===== src/rtl/mu_sequencer_if.sv =====
// Bus bundle between the microprogram sequencer and its environment:
// control-store port, dispatch-table write port, opcode, memory handshake and control fields.
interface mu_sequencer_if #(
    parameter int UADDR_W = 4,
    parameter int OP_W    = 6,
    parameter int TRANS_W = 3
);
    localparam int UW = 12 + TRANS_W;

    logic [UADDR_W-1:0] ucs_addr;
    logic [UW-1:0]      ucs_data;
    logic [OP_W-1:0]    opcode;
    logic               mem_ready;
    logic               disp_we;
    logic               disp_sel;
    logic [OP_W-1:0]    disp_idx;
    logic [UADDR_W-1:0] disp_data;
    logic               disp_vld;
    logic               PCWr;
    logic               PCWrCond;
    logic               IorD;
    logic               MemRd;
    logic               ALUSrcA;
    logic               RegWr;
    logic [TRANS_W-1:0] TransIn;
    logic [1:0]         ALUOp;
    logic [1:0]         ALUSrcB;
    logic [1:0]         Caddr;
    logic               stall;
    logic               illegal_op;

    modport master (
        output ucs_data, opcode, mem_ready, disp_we, disp_sel, disp_idx, disp_data, disp_vld,
        input  ucs_addr, PCWr, PCWrCond, IorD, MemRd, ALUSrcA, RegWr, TransIn, ALUOp,
               ALUSrcB, Caddr, stall, illegal_op
    );

    modport slave (
        input  ucs_data, opcode, mem_ready, disp_we, disp_sel, disp_idx, disp_data, disp_vld,
        output ucs_addr, PCWr, PCWrCond, IorD, MemRd, ALUSrcA, RegWr, TransIn, ALUOp,
               ALUSrcB, Caddr, stall, illegal_op
    );
endinterface


===== src/rtl/mu_sequencer.sv =====
// Microprogram sequencer: micro-PC, micro-IR, two loadable opcode dispatch tables,
// memory-wait stalling and illegal-opcode detection.
module mu_sequencer #(
    parameter int UADDR_W = 4,
    parameter int OP_W    = 6,
    parameter int TRANS_W = 3
) (
    input  logic          clk,
    input  logic          rst,
    mu_sequencer_if.slave bus
);
    localparam int UW      = 12 + TRANS_W;
    localparam int DEPTH   = 2 ** OP_W;
    localparam int B_PCWR  = UW - 1;
    localparam int B_PCWRC = UW - 2;
    localparam int B_IORD  = UW - 3;
    localparam int B_MEMRD = UW - 4;

    typedef enum logic [1:0] {
        NXT_SEQ   = 2'd0,
        NXT_DISP1 = 2'd1,
        NXT_DISP2 = 2'd2,
        NXT_FETCH = 2'd3
    } next_sel_e;

    typedef struct packed {
        logic               vld;
        logic [UADDR_W-1:0] addr;
    } entry_t;

    logic [UADDR_W-1:0] upc_q, upc_d;
    logic [UW-1:0]      uir_q, uir_d;
    logic               illegal_q, illegal_d;
    entry_t             tbl1_q [DEPTH];
    entry_t             tbl1_d [DEPTH];
    entry_t             tbl2_q [DEPTH];
    entry_t             tbl2_d [DEPTH];
    entry_t             hit1, hit2;
    next_sel_e          next_sel;
    logic               stall;

    assign stall    = uir_q[B_MEMRD] & ~bus.mem_ready;
    assign next_sel = next_sel_e'(bus.ucs_data[1:0]);
    assign hit1     = tbl1_q[bus.opcode];
    assign hit2     = tbl2_q[bus.opcode];

    always_comb begin
        upc_d     = upc_q;
        uir_d     = uir_q;
        illegal_d = 1'b0;
        tbl1_d    = tbl1_q;
        tbl2_d    = tbl2_q;
        if (!stall) begin
            uir_d = bus.ucs_data;
            unique case (next_sel)
                NXT_SEQ:   upc_d = upc_q + 1'b1;
                NXT_DISP1: begin
                    upc_d     = hit1.vld ? hit1.addr : '0;
                    illegal_d = ~hit1.vld;
                end
                NXT_DISP2: begin
                    upc_d     = hit2.vld ? hit2.addr : '0;
                    illegal_d = ~hit2.vld;
                end
                NXT_FETCH: upc_d = '0;
            endcase
        end
        // Table lookups above read the _q copies, so a same-edge write is seen only next time.
        if (bus.disp_we) begin
            if (bus.disp_sel) tbl2_d[bus.disp_idx] = '{vld: bus.disp_vld, addr: bus.disp_data};
            else              tbl1_d[bus.disp_idx] = '{vld: bus.disp_vld, addr: bus.disp_data};
        end
    end

    always_ff @(posedge clk or posedge rst) begin
        if (rst) begin
            upc_q     <= '0;
            uir_q     <= '0;
            illegal_q <= 1'b0;
            for (int unsigned i = 0; i < DEPTH; i++) begin
                tbl1_q[i] <= '0;
                tbl2_q[i] <= '0;
            end
        end else begin
            upc_q     <= upc_d;
            uir_q     <= uir_d;
            illegal_q <= illegal_d;
            tbl1_q    <= tbl1_d;
            tbl2_q    <= tbl2_d;
        end
    end

    // Write enables are squashed while waiting on memory; everything else holds from uir.
    assign bus.ucs_addr   = upc_q;
    assign bus.PCWr       = uir_q[B_PCWR] & ~stall;
    assign bus.PCWrCond   = uir_q[B_PCWRC] & ~stall;
    assign bus.IorD       = uir_q[B_IORD];
    assign bus.MemRd      = uir_q[B_MEMRD];
    assign bus.TransIn    = uir_q[8 +: TRANS_W];
    assign bus.ALUOp      = uir_q[7:6];
    assign bus.ALUSrcB    = uir_q[5:4];
    assign bus.ALUSrcA    = uir_q[3];
    assign bus.RegWr      = uir_q[2] & ~stall;
    assign bus.Caddr      = uir_q[1:0];
    assign bus.stall      = stall;
    assign bus.illegal_op = illegal_q;
endmodule


===== src/flat_wrapper.sv =====
// flat-port wrapper written by rule: the top's interface ports become plain ports
module mu_sequencer_flat 
#(
    parameter int UADDR_W = 4,
    parameter int OP_W    = 6,
    parameter int TRANS_W = 3
)
  (clk, rst, bus_ucs_data, bus_opcode, bus_mem_ready, bus_disp_we, bus_disp_sel, bus_disp_idx, bus_disp_data, bus_disp_vld, bus_ucs_addr, bus_PCWr, bus_PCWrCond, bus_IorD, bus_MemRd, bus_ALUSrcA, bus_RegWr, bus_TransIn, bus_ALUOp, bus_ALUSrcB, bus_Caddr, bus_stall, bus_illegal_op);
  mu_sequencer_if #(.UADDR_W(UADDR_W), .OP_W(OP_W), .TRANS_W(TRANS_W)) bus_i ();
  input  logic clk;
  input  logic rst;
  input wire logic [$bits(bus_i.ucs_data)-1:0] bus_ucs_data;
  input wire logic [$bits(bus_i.opcode)-1:0] bus_opcode;
  input wire logic [$bits(bus_i.mem_ready)-1:0] bus_mem_ready;
  input wire logic [$bits(bus_i.disp_we)-1:0] bus_disp_we;
  input wire logic [$bits(bus_i.disp_sel)-1:0] bus_disp_sel;
  input wire logic [$bits(bus_i.disp_idx)-1:0] bus_disp_idx;
  input wire logic [$bits(bus_i.disp_data)-1:0] bus_disp_data;
  input wire logic [$bits(bus_i.disp_vld)-1:0] bus_disp_vld;
  output wire logic [$bits(bus_i.ucs_addr)-1:0] bus_ucs_addr;
  output wire logic [$bits(bus_i.PCWr)-1:0] bus_PCWr;
  output wire logic [$bits(bus_i.PCWrCond)-1:0] bus_PCWrCond;
  output wire logic [$bits(bus_i.IorD)-1:0] bus_IorD;
  output wire logic [$bits(bus_i.MemRd)-1:0] bus_MemRd;
  output wire logic [$bits(bus_i.ALUSrcA)-1:0] bus_ALUSrcA;
  output wire logic [$bits(bus_i.RegWr)-1:0] bus_RegWr;
  output wire logic [$bits(bus_i.TransIn)-1:0] bus_TransIn;
  output wire logic [$bits(bus_i.ALUOp)-1:0] bus_ALUOp;
  output wire logic [$bits(bus_i.ALUSrcB)-1:0] bus_ALUSrcB;
  output wire logic [$bits(bus_i.Caddr)-1:0] bus_Caddr;
  output wire logic [$bits(bus_i.stall)-1:0] bus_stall;
  output wire logic [$bits(bus_i.illegal_op)-1:0] bus_illegal_op;
  assign bus_i.ucs_data = bus_ucs_data;
  assign bus_i.opcode = bus_opcode;
  assign bus_i.mem_ready = bus_mem_ready;
  assign bus_i.disp_we = bus_disp_we;
  assign bus_i.disp_sel = bus_disp_sel;
  assign bus_i.disp_idx = bus_disp_idx;
  assign bus_i.disp_data = bus_disp_data;
  assign bus_i.disp_vld = bus_disp_vld;
  assign bus_ucs_addr = bus_i.ucs_addr;
  assign bus_PCWr = bus_i.PCWr;
  assign bus_PCWrCond = bus_i.PCWrCond;
  assign bus_IorD = bus_i.IorD;
  assign bus_MemRd = bus_i.MemRd;
  assign bus_ALUSrcA = bus_i.ALUSrcA;
  assign bus_RegWr = bus_i.RegWr;
  assign bus_TransIn = bus_i.TransIn;
  assign bus_ALUOp = bus_i.ALUOp;
  assign bus_ALUSrcB = bus_i.ALUSrcB;
  assign bus_Caddr = bus_i.Caddr;
  assign bus_stall = bus_i.stall;
  assign bus_illegal_op = bus_i.illegal_op;
  mu_sequencer #(.UADDR_W(UADDR_W), .OP_W(OP_W), .TRANS_W(TRANS_W)) u_core (.clk(clk), .rst(rst), .bus(bus_i));
endmodule

===== config.mk =====
export PLATFORM = sky130hd
export DESIGN_NAME = mu_sequencer_flat
export DESIGN_NICKNAME = d
export VERILOG_FILES = /design/src/rtl/mu_sequencer_if.sv /design/src/rtl/mu_sequencer.sv /design/src/flat_wrapper.sv
export SDC_FILE = /design/constraint.sdc
export NUM_CORES = 1
export LEC_CHECK = 0
export CAP_MARGIN = 25
export CORE_MARGIN = 3
export CORE_UTILIZATION = 57
export DETAILED_ROUTE_END_ITERATION = 6
export PLACE_DENSITY = 0.76
export SLEW_MARGIN = 20
export SYNTH_ARGS = -nofsm -noshare
export SYNTH_HDL_FRONTEND = slang
export SYNTH_SLANG_ARGS = --single-unit

===== constraint.sdc =====
create_clock -name clk -period 26.2 [get_ports clk]
set_input_delay 6.55 -clock clk [delete_from_list [all_inputs] [get_ports clk]]
set_output_delay 6.55 -clock clk [all_outputs]
set_load 0.01 [all_outputs]

## After elaboration in Yosys (flattened, before gate mapping)

Index checks and enable logic that the tools add are counted.

| word-level totals | value |
|---|---|
| flip-flop bits (word level) | 660 |
| input port bits | 37 |
| output and inout port bits | 21 |
| word-level logic and storage cells | 296 |

| cells by class | value |
|---|---|
| add/sub/neg operators | 1 |
| order comparisons | 3 |
| eq/ne operators | 3 |
| mux-type cells | 15 |
| bitwise logic cells | 11 |
| reductions and logical operators | 4 |

Operators with widths:

| cell | number |
|---|---|
| 320-bit bitwise mux | 2 |
| 5-bit binary-select mux with 6-bit select | 2 |
| 5-bit demux with 6-bit select | 1 |
| 5-bit 2-to-1 mux | 5 |
| 4-bit one-hot mux with 4 select lines | 1 |
| 7-bit greater-or-equal comparator (second input constant) | 2 |
| 6-bit NOT with 7-bit output | 2 |
| 4-bit 2-to-1 mux | 2 |
| 7-bit by 1-bit < comparator with 1-bit output (second input constant) | 1 |
| 1-bit NOT | 5 |
| 4-bit by 1-bit adder with 4-bit output (second input constant) | 1 |
| 1-bit AND | 4 |
| 2-bit == test (second input constant) | 2 |
| 2-bit AND reduction | 2 |
| 2-bit by 1-bit == test with 1-bit output (second input constant) | 1 |
| 2-bit zero test | 1 |
| 1-bit one-hot mux with 2 select lines | 1 |
| 1-bit logical AND | 1 |
| 1-bit 2-to-1 mux | 1 |

## Longest topological paths before layout

Gate-level depths: netlist (run 1).

| logic depth | value |
|---|---|
| word-level depth | 7 |
| depth in mapped cells | 11 |
| gate-level depth less buffers | 7 |

## Worst setup path after synthesis (run 1)

No wires, ideal clock.

| timing path | value |
|---|---|
| kind | input to output |
| from | in bus_mem_ready |
| to | out bus_stall |
| arrival time | 7.413 ns |
| data required time | 19.650 ns |
| slack | 12.237 ns |
| stages on the path | 4 |
| buffers on the path | 2 |
| path through | nand2b_1 -> inv_1 -> clkbuf_1 -> buf_1 |

| on the way | value |
|---|---|
| cells in the longest elaborated chain, start to end | 2 |

RTL lines:

| element | line | text |
|---|---|---|
| start, declared | flat_wrapper.sv:14 | `input wire logic [$bits(bus_i.mem_ready)-1:0] bus_mem_ready;` |
| 1-bit NOT | mu_sequencer.sv:42 | `assign stall = uir_q[B_MEMRD] & ~bus.mem_ready;` |
| 1-bit AND | mu_sequencer.sv:42 |  |
| end, declared | flat_wrapper.sv:31 | `output wire logic [$bits(bus_i.stall)-1:0] bus_stall;` |

Every way passes these cells.

## Worst setup path after layout (run 1)

Ends and elaborated chain as after synthesis.

==> results of run 1 <==
layout make-up:
class	instances	area, sq um	share of cell area
sequential	660	16520	0.4868
multi-input combinational	1257	13260	0.3907
clock buffer	102	2076	0.06118
timing repair buffer	90	889.6	0.02622
tap	688	860.8	0.02537
clock inverter	24	287.8	0.008482
inverter	9	41.29	0.001217
power by group:
group	internal [mW]	switching (mW)	total, mW
Clock	0.610	0.406	1.02
Combinational	0.126	0.125	0.251
Sequential	1.10	0.0437	1.15
Total	1.84	0.575	2.41
placed cells by master, fill, tap and decap left out, drive strengths merged, types with 9 or more instances in the layout:
master         instances
nand3                 20
a221oi                 9
o21ai                  9
buf                   39
mux2                 643
clkdlybuf4s50         48
nor3                   9
mux4                 139
nand4                 12
clkinv                13
mux2i                 61
a21oi                 20
inv                   13
dfrtp                660
nor2                 102
a22oi                 57
nand2                 98
clkbuf               105
final timing paths:
check / to / depth (start not counted) / startpoint
worst max-delay path: bus_stall / 4 / bus_mem_ready
worst min-delay path: u_core.uir_q[12] / 2 / u_core.uir_q[12]
worst max register to register: u_core.bus.ucs_addr[2] / 7 / u_core.uir_q[11]
worst min register to register: u_core.uir_q[12] / 2 / u_core.uir_q[12]
max in group asynchronous: u_core.tbl2_q[165] / 5 / rst
min in group asynchronous: u_core.tbl1_q[128] / 2 / rst
kinds of logic after synthesis:
group,Yosys count,share of synthesized area
buffers and inverters,168,0.02685
multiplexers,843,0.3597
flip-flops,660,0.5403
AND/OR/NAND/NOR,292,0.04392
AO/OA/AOI/OAI,118,0.02759
adder cells (fa/ha/maj),4,0.001637
sequential cells by signal, indices dropped and copies added, names as in the netlist:
signal	cells
u_core.tbl1_q	320
u_core.tbl2_q	320
u_core.uir_q	15
u_core.bus.ucs_addr	4
u_core.bus.illegal_op	1
per-layer routing:
layer,track usage,part of all wire
met3,0.05267,0.060
met1,0.3804,0.43
met2,0.4305,0.48
met5,0,0.00039
met4,0.09015,0.032
critical path, delay by kind of cell:
family | cells | cell delay (ns)
buffers and inverters | 3 | 1.71
and+or+nand+nor | 1 | 0.46
==> out/summary.txt, run 1 <==
fill count = 3753
Worst-Margin Slew = 1.100 ns
Pins Over Slew Limit = 0
FMAX = 65.47 MHz
Critical Path Most Common Cell = clkdlybuf4s50_1
minimum clock period = 15.27 ns
total track usage = 0.2705
Hold Fails Final Rpt = 0
HPWL Detailed = 47.26 mm
final-stage net count = 2129
Hold WS = 0.4652 ns
sequential area share after synthesis = 0.5403
CP Class = in -> out
Total Power = 2.414 mW
Critical Path RT = 19.65 ns
Critical Path Max Stage Delay = 0.66 ns
root buffer selected by CTS = clkbuf_16
RSZ-0062 raised after global routing = no
DRC viols = 0
die outline width = 237.6 um
number of setup buffers added after CTS = 0
placed cells = 2698
PwrDens = 71.16 nW/um^2
maximum number of pins on one net before global-route repair = 181
Max H-tree Level = 3
cell accounting for the most synthesized area = dfrtp_1
synthesized flop and latch total = 660
gr ovfl total = 0
relative slew slack = 0.2669
Setup crit end kind = primary output
Clock Latency Late Sink = 0.61 ns
flop2flop setup slack = 23.42 ns
total of max-cap violations = 0
crit share post-route = 0.5830
Post-Place Cell Area = 31460 sq um
global-route wire length before repair = 116.5 mm
setup ws final = 10.93 ns
post-place setup slack = 10.96 ns
clk sinks = 660
vias = 18135
final cell count without fillers = 2830
vias per inst = 6.408
TritonCTS clock tree = done
Synth Instances = 2085
Longest Clk Path Bufs = 3
cts bufs inserted = 70
Reg clk slew, reported paths = 0.05 ns
final non-filler cell area = 33930 sq um
area share of the largest cell type after synthesis = 0.5403
startpoint class of the critical path = input port
ANT cells = 0
synth warn = 0
GP Congestion = 0.8841
status = finished clean
Area growth syn-to-layout = 11.00%
cts hold-fix bufs = 0
count of different cell masters after synthesis = 55
core area = 52760 sq um
die height = 237.6 um
initial antenna violation count = 2
Post-synth ARST share = 1.000
synth top area cells = dfrtp_1 (54%), mux2_2 (24%), mux4_2 (10%), mux2i_1 (2.0%), a22oi_1 (1.4%)
largest vdd supply drop = 0.05442 mV
1st-iter DRT viols = 1674
Initial Utilization = 0.5793
count leader, synth = dfrtp_1
Pre-antenna DRT Iters = 5
top cell types by occurrence after synthesis = dfrtp_1 (660), mux2_2 (643), mux4_2 (136), clkbuf_1 (101), nor2_1 (101)
Syn Std Cell Area = 30570 sq um
critical path peak fanout = 22
# IOs = 58
final WL = 74.81 mm
crit path DAT = 8.72 ns
Die ar. = 56440 sq um
setup TNS = 0 ns
vias in the first global route = 19205
Slowest cell on crit path = clkdlybuf4s50_1
EDFF count, synth = 0
final core utilization = 0.6430
row count = 84
PortBufs = 57
Mean Syn Cell Area = 14.66 sq um
Most used DFF post-synth = dfrtp_1
CP Cell Sequence = clkdlybuf4s50_1 -> nand2b_1 -> inv_1 -> clkdlybuf4s50_1
share of post-route cells with drive strength above 1 = 0.4435
Synth Net Count = 2126
Final ANT Viol Nets = 0
Final setup viols = 0
Final Skew = 0.01387 ns
worst min-delay path category = reg -> reg
Avg WL per Cell = 26.43 um
cts repair resizes = 0
Leak Pwr = 15.89 nW
(Power assumes the default switching activity.)
==> run 2, diff against run 1 <==
==> constraint.sdc (replaced) <==
create_clock -name clk -period 12.5 [get_ports clk]
set_input_delay 3.125 -clock clk [delete_from_list [all_inputs] [get_ports clk]]
set_output_delay 3.125 -clock clk [all_outputs]
set_load 0.01 [all_outputs]
==> out/summary.txt, run 2 (synthesis gave the netlist of run 1 again) <==
total track usage = 0.2721 (+0.001638)
Pre-antenna DRT Iters = 5 (unchanged)
RR Endpoint = u_core.bus.ucs_addr[2]
total of max-cap violations = 0 (unchanged)
flop2flop setup slack = 9.53 ns (-13.89 ns)
Hold Path Sink = u_core.uir_q[3]
Critical Path Most Common Cell = clkdlybuf4s50_1
PwrDens = 149.0 nW/um^2 (+110%)
Reg clk slew, reported paths = 0.06 ns (about the same)
Critical Path RT = 9.38 ns (-10.27 ns)
cell count along the critical path = 4 (unchanged)
Pint = 3.834 mW (+110%)
Leak Pwr = 15.85 nW (-0.26%)
hold_sp = u_core.uir_q[3]
relative slew slack = 0.2623 (-0.004528)
Net Sw Frac = 0.2400 (+0.001718)
PortBufs = 57 (unchanged)
Setup crit end kind = primary output
initial antenna violation count = 3 (+1)
DRC viols = 0 (unchanged)
Buf/Inv on CP = 3 (unchanged)
commonest non-fill, non-tap cells in the layout = dfrtp_1 (660), mux2_2 (643), mux4_2 (136), nor2_1 (100), nand2_1 (98)
critical path peak fanout = 22 (unchanged)
maximum number of pins on one net before global-route repair = 182 (+0.55%)
core area = 52760 sq um (unchanged)
CP Cell Sequence = clkdlybuf4s50_1 -> nand2b_1 -> inv_1 -> clkdlybuf4s50_1
status = finished clean
Hold Fails Final Rpt = 0 (unchanged)
switching power total = 1.211 mW (+110%)
# IOs = 58 (unchanged)
gr ovfl total = 0 (unchanged)
biggest regs = u_core.tbl1_q (320), u_core.tbl2_q (320), u_core.uir_q (15)
path depth of the worst reg2reg path = 7 (unchanged)
Clock Latency Late Sink = 0.62 ns (about the same)
Die ar. = 56440 sq um (unchanged)
crit share post-route = 0.6734
FMAX = 118.8 MHz
vias in the first global route = 19400 (+1.0%)
vias per inst = 6.456 (+0.74%)
commonest non-fill, non-tap cell in the layout = dfrtp_1
CP delay by family, top = buffers and inverters
die outline width = 237.6 um (unchanged)
HPWL Detailed = 47.67 mm (+0.86%)
cts repair resizes = 0 (unchanged)
Max H-tree Level = 3 (unchanged)
worst min-delay path category = reg -> reg
Critical Path Max Stage Delay = 0.66 ns (about the same)
setup TNS = 0 ns (unchanged)
Clk network pwr share = 0.420 (about the same)
minimum clock period = 8.417 ns
Final Skew = 0.01458 ns (+0.0007125 ns)
final WL = 75.46 mm (+0.88%)
sequential power share = 0.477 (+0.002)
RSZ-0062 raised after global routing = no
Area growth syn-to-layout = 10.77%
Worst-Margin Slew = 1.106 ns (+0.006791 ns)
number of setup buffers added after CTS = 0 (unchanged)
Longest Clk Path Bufs = 3 (unchanged)
cts hold-fix bufs = 0 (unchanged)
startpoint class of the critical path = input port
share of post-route cells with drive strength above 1 = 0.4392 (-0.004293)
CP Class = in -> out
crit path DAT = 5.29 ns (-3.43 ns)
clk sinks = 660 (unchanged)
1st-iter DRT viols = 1389 (-17%)
vias = 18308 (+0.95%)
largest vdd supply drop = 0.1388 mV (+150%)
Final setup viols = 0 (unchanged)
Hold WS = 0.4608 ns (-0.004432 ns)
hold depth = 2 (unchanged)
Slowest cell on crit path = clkdlybuf4s50_1
Final ANT Viol Nets = 0 (unchanged)
root buffer selected by CTS = clkbuf_16
global-route wire length before repair = 116.7 mm (+0.14%)
GP Congestion = 0.8173 (-7.6%)
Avg WL per Cell = 26.61 um (+0.66%)
final-stage net count = 2131 (+0.094%)
cts bufs inserted = 71 (+1.4%)
row count = 84 (unchanged)
Initial Utilization = 0.5793 (unchanged)
Worst R2R Start = u_core.uir_q[11]
Pins Over Slew Limit = 0 (unchanged)
combinational share of power = 0.103 (about the same)
TritonCTS clock tree = done
die height = 237.6 um (unchanged)
==> run 2: worst max path at each step <==
stage / from / endpoint
after floorplan: rst / u_core.bus.illegal_op
after global placement: bus_mem_ready / bus_stall
after detailed placement: bus_mem_ready / bus_stall
after CTS: bus_mem_ready / bus_stall
after global routing: bus_mem_ready / bus_stall
final: bus_mem_ready / bus_stall
==> run 2: power by group through the flow <==
stage	Clock (mW)	Combinational, mW	Sequential, mW
floorplan	0	0.390	2.41
global placement	0	0.502	2.42
detailed placement	0	0.520	2.44
CTS	2.14	0.523	2.40
global route	2.23	0.560	2.42
finish	2.12	0.520	2.41
==> run 2: cell type report <==
type / count / area [sq um]
fill: 3781 / 18900
sequential: 660 / 16520
multi-input combinational: 1257 / 13240
clock buffer: 114 / 2183
tap: 688 / 860.8
timing repair buffer: 91 / 850.8
clock inverter: 16 / 171.4
inverter: 9 / 37.54
antenna: 1 / 2.502
==> run 2: per-layer routing <==
layer / share of wire / routed length [um] / GRT usage
met5: 0.00032 / 24 / 0
met4: 0.041 / 3078 / 0.1034
met3: 0.058 / 4370 / 0.05163
met2: 0.48 / 35920 / 0.4300
met1: 0.42 / 32070 / 0.3809
==> run 2: worst reg2reg max path: stages, from the launching register on <==
cell      delay, ns
dfrtp_1        0.38
nand2b_1       0.51
inv_1          0.51
nor2_1         0.51
inv_1          0.16
or3_1          0.38
or2_2          0.30
o211ai_1       0.11
==> run 2: metrics by stage <==
stage,setup slack [ns],cells,utilization,instance area [sq um],total power [mW]
after CTS,4.107,2835,0.6417,33860,5.069
final,4.083,2836,0.6417,33860,5.045
after detailed placement,4.112,2705,0.5971,31500,2.960
after global routing,3.926,2836,0.6417,33860,5.213
after floorplan,0.3525,2085,-,30570,2.803
after global placement,4.163,2702,0.5964,31460,2.927
==> run 3, diff against run 2 <==
--- a/config.mk
+++ b/config.mk
@@ -7,9 +7,9 @@
 export LEC_CHECK = 0
 export CAP_MARGIN = 25
 export CORE_MARGIN = 3
-export CORE_UTILIZATION = 57
+export CORE_UTILIZATION = 63
 export DETAILED_ROUTE_END_ITERATION = 6
-export PLACE_DENSITY = 0.76
+export PLACE_DENSITY = 0.79
 export SLEW_MARGIN = 20
 export SYNTH_ARGS = -nofsm -noshare
 export SYNTH_HDL_FRONTEND = slang
==> constraint.sdc (replaced) <==
create_clock -name clk -period 8.8 [get_ports clk]
set_input_delay 2.2 -clock clk [delete_from_list [all_inputs] [get_ports clk]]
set_output_delay 2.2 -clock clk [all_outputs]
set_load 0.01 [all_outputs]
==> out/summary.txt, run 3 (synthesis gave the netlist of run 1 again) <==
Longest Clk Path Bufs = 3 (unchanged)
clk sinks = 660 (unchanged)
commonest non-fill, non-tap cell in the layout = dfrtp_1
area occupied by multi-input gates = 13240 sq um (about the same)
FMAX = 152.4 MHz
cts repair resizes = 0 (unchanged)
die height = 226.3 um (-4.8%)
post-place setup slack = 2.248 ns (-1.864 ns)
Setup crit end kind = primary output
cts bufs inserted = 69 (-2.8%)
Critical Path Most Common Cell = clkdlybuf4s50_1
RSZ-0062 raised after global routing = no
crit path DAT = 4.36 ns (-0.93 ns)
CP delay by family, top = buffers and inverters
gr ovfl total = 0 (unchanged)
Pins Over Slew Limit = 0 (unchanged)
setup TNS = 0 ns (unchanged)
PortBufs = 57 (unchanged)
initial antenna violation count = 0 (-3)
Total Power = 7.043 mW (+40%)
maximum number of pins on one net before global-route repair = 193 (+6.0%)
final non-filler cell area = 33720 sq um (-0.41%)
Critical Path RT = 6.60 ns (-2.78 ns)
root buffer selected by CTS = clkbuf_16
critical path peak fanout = 22 (unchanged)
Critical Path Max Stage Delay = 0.67 ns (about the same)
PwrDens = 208.9 nW/um^2 (+40%)
total of max-cap violations = 0 (unchanged)
Final Skew = 0.02539 ns (+0.01080 ns)
Die ar. = 51200 sq um (-9.3%)
final WL = 74.20 mm (-1.7%)
# IOs = 58 (unchanged)
relative slew slack = 0.2392 (-0.02315)
Reg clk slew, reported paths = 0.05 ns (about the same)
GP Congestion = 0.9432 (+15%)
global-route wire length before repair = 114.7 mm (-1.7%)
vias per inst = 6.686 (+3.6%)
startpoint class of the critical path = input port
Hold Fails Final Rpt = 0 (unchanged)
largest vdd supply drop = 0.1948 mV (+40%)
number of setup buffers added after CTS = 0 (unchanged)
TritonCTS clock tree = done
commonest non-fill, non-tap cells in the layout = dfrtp_1 (660), mux2_2 (643), mux4_2 (136), nor2_1 (101), nand2_1 (98)
vias = 18387 (+0.43%)
Clock Latency Late Sink = 0.60 ns (-0.02 ns)
Post-Place Cell Area = 31420 sq um (-0.27%)
DRC viols = 0 (unchanged)
minimum clock period = 6.563 ns
Avg WL per Cell = 26.98 um (+1.4%)
Worst-Margin Slew = 1.137 ns (+0.03052 ns)
crit share post-route = 0.7458
vias in the first global route = 19272 (-0.66%)
1st-iter DRT viols = 1669 (+20%)
Sequential Area = 16520 sq um (unchanged)
core area = 47850 sq um (-9.3%)
fill count = 3111 (-18%)
Final setup viols = 0 (unchanged)
biggest regs = u_core.tbl1_q (320), u_core.tbl2_q (320), u_core.uir_q (15)
Buf/Inv on CP = 3 (unchanged)
Pre-antenna DRT Iters = 5 (unchanged)
placed cells = 2629 (-2.8%)
Initial Utilization = 0.6388 (+0.05951)
Area growth syn-to-layout = 10.32%
cts hold-fix bufs = 0 (unchanged)
worst min-delay path category = reg -> reg
Final ANT Viol Nets = 0 (unchanged)
Max H-tree Level = 3 (unchanged)
Slowest cell on crit path = clkdlybuf4s50_1
die outline width = 226.3 um (-4.8%)
total track usage = 0.2958 (+0.02372)
Leak Pwr = 15.83 nW (-0.15%)
setup ws final = 2.237 ns (-1.846 ns)
row count = 80 (-4.8%)
final cell count without fillers = 2750 (-3.0%)
HPWL Detailed = 46.80 mm (-1.8%)
CP Cell Sequence = clkdlybuf4s50_1 -> nand2b_1 -> inv_1 -> clkdlybuf4s50_1
CP Class = in -> out
share of post-route cells with drive strength above 1 = 0.4377 (-0.001542)
final-stage net count = 2130 (-0.047%)
status = finished clean
## run 3: cell types whose count changed in the layout (fill, tap and decap cells not counted), moves of 2 or more
cell and delta:
clkbuf_8 -3, clkbuf_1 -5, bufinv_16 +2, buf_12 +2
clkbuf_16 -4, inv_6 -2, buf_4 -3, buf_16 +3
## run 3: routing by layer
| metal | vias to the layer above | wire length, um | global-route usage |
|---|---|---|---|
| met5 | - | 0 | 0 |
| met3 | 173 | 4927 | 0.05981 |
| met1 | 9860 | 30480 | 0.4103 |
| met2 | 660 | 36340 | 0.4783 |
| li1 | 7694 | - | - |
| met4 | 0 | 2446 | 0.09554 |
## run 3: worst paths after layout
| path | start | end | slack, ns | depth (start not counted) |
|---|---|---|---|---|
| setup reg to reg | u_core.uir_q[11] | u_core.bus.ucs_addr[2] | 5.93 | 7 |
| max in group asynchronous | rst | u_core.tbl1_q[105] | 4.94 | 4 |
| hold / removal | u_core.uir_q[13] | u_core.uir_q[13] | 0.46 | 2 |
| min in group asynchronous | rst | u_core.tbl1_q[283] | 2.10 | 2 |
| hold reg to reg | u_core.uir_q[13] | u_core.uir_q[13] | 0.46 | 2 |
| setup / recovery | bus_mem_ready | bus_stall | 2.24 | 4 |
## run 3: through the flow
| stage | utilization | hold WS [ns] |
|---|---|---|
| floorplan | - | 0.4304 |
| detailed placement | 0.6566 | 0.4517 |
| CTS | 0.7031 | 0.4665 |
| global placement | 0.6560 | 0.4468 |
| global route | 0.7047 | 0.4819 |
| finish | 0.7048 | 0.4628 |
## run 3: final cells by class
type / count / area share
Tap cell: 615 / 0.02282
Multi-Input combinational cell: 1257 / 0.3926
Antenna cell: 1 / 0.00007421
Inverter: 9 / 0.001113
Clock buffer: 102 / 0.06000
Timing Repair Buffer: 92 / 0.02764
Sequential cell: 660 / 0.4898
Clock inverter: 14 / 0.005974
## run 3: tightest hold or removal path, cell delays in order (launching register included)
cell and delay, ns:
dfrtp_1 0.33, nand2_1 0.05, nand2_1 0.05
## run 3: power breakdown
group | switching [mW] | total (mW) | internal (mW)
sequential | 0.133 | 3.42 | 3.28
clock | 1.15 | 2.88 | 1.73
combinational | 0.369 | 0.744 | 0.375
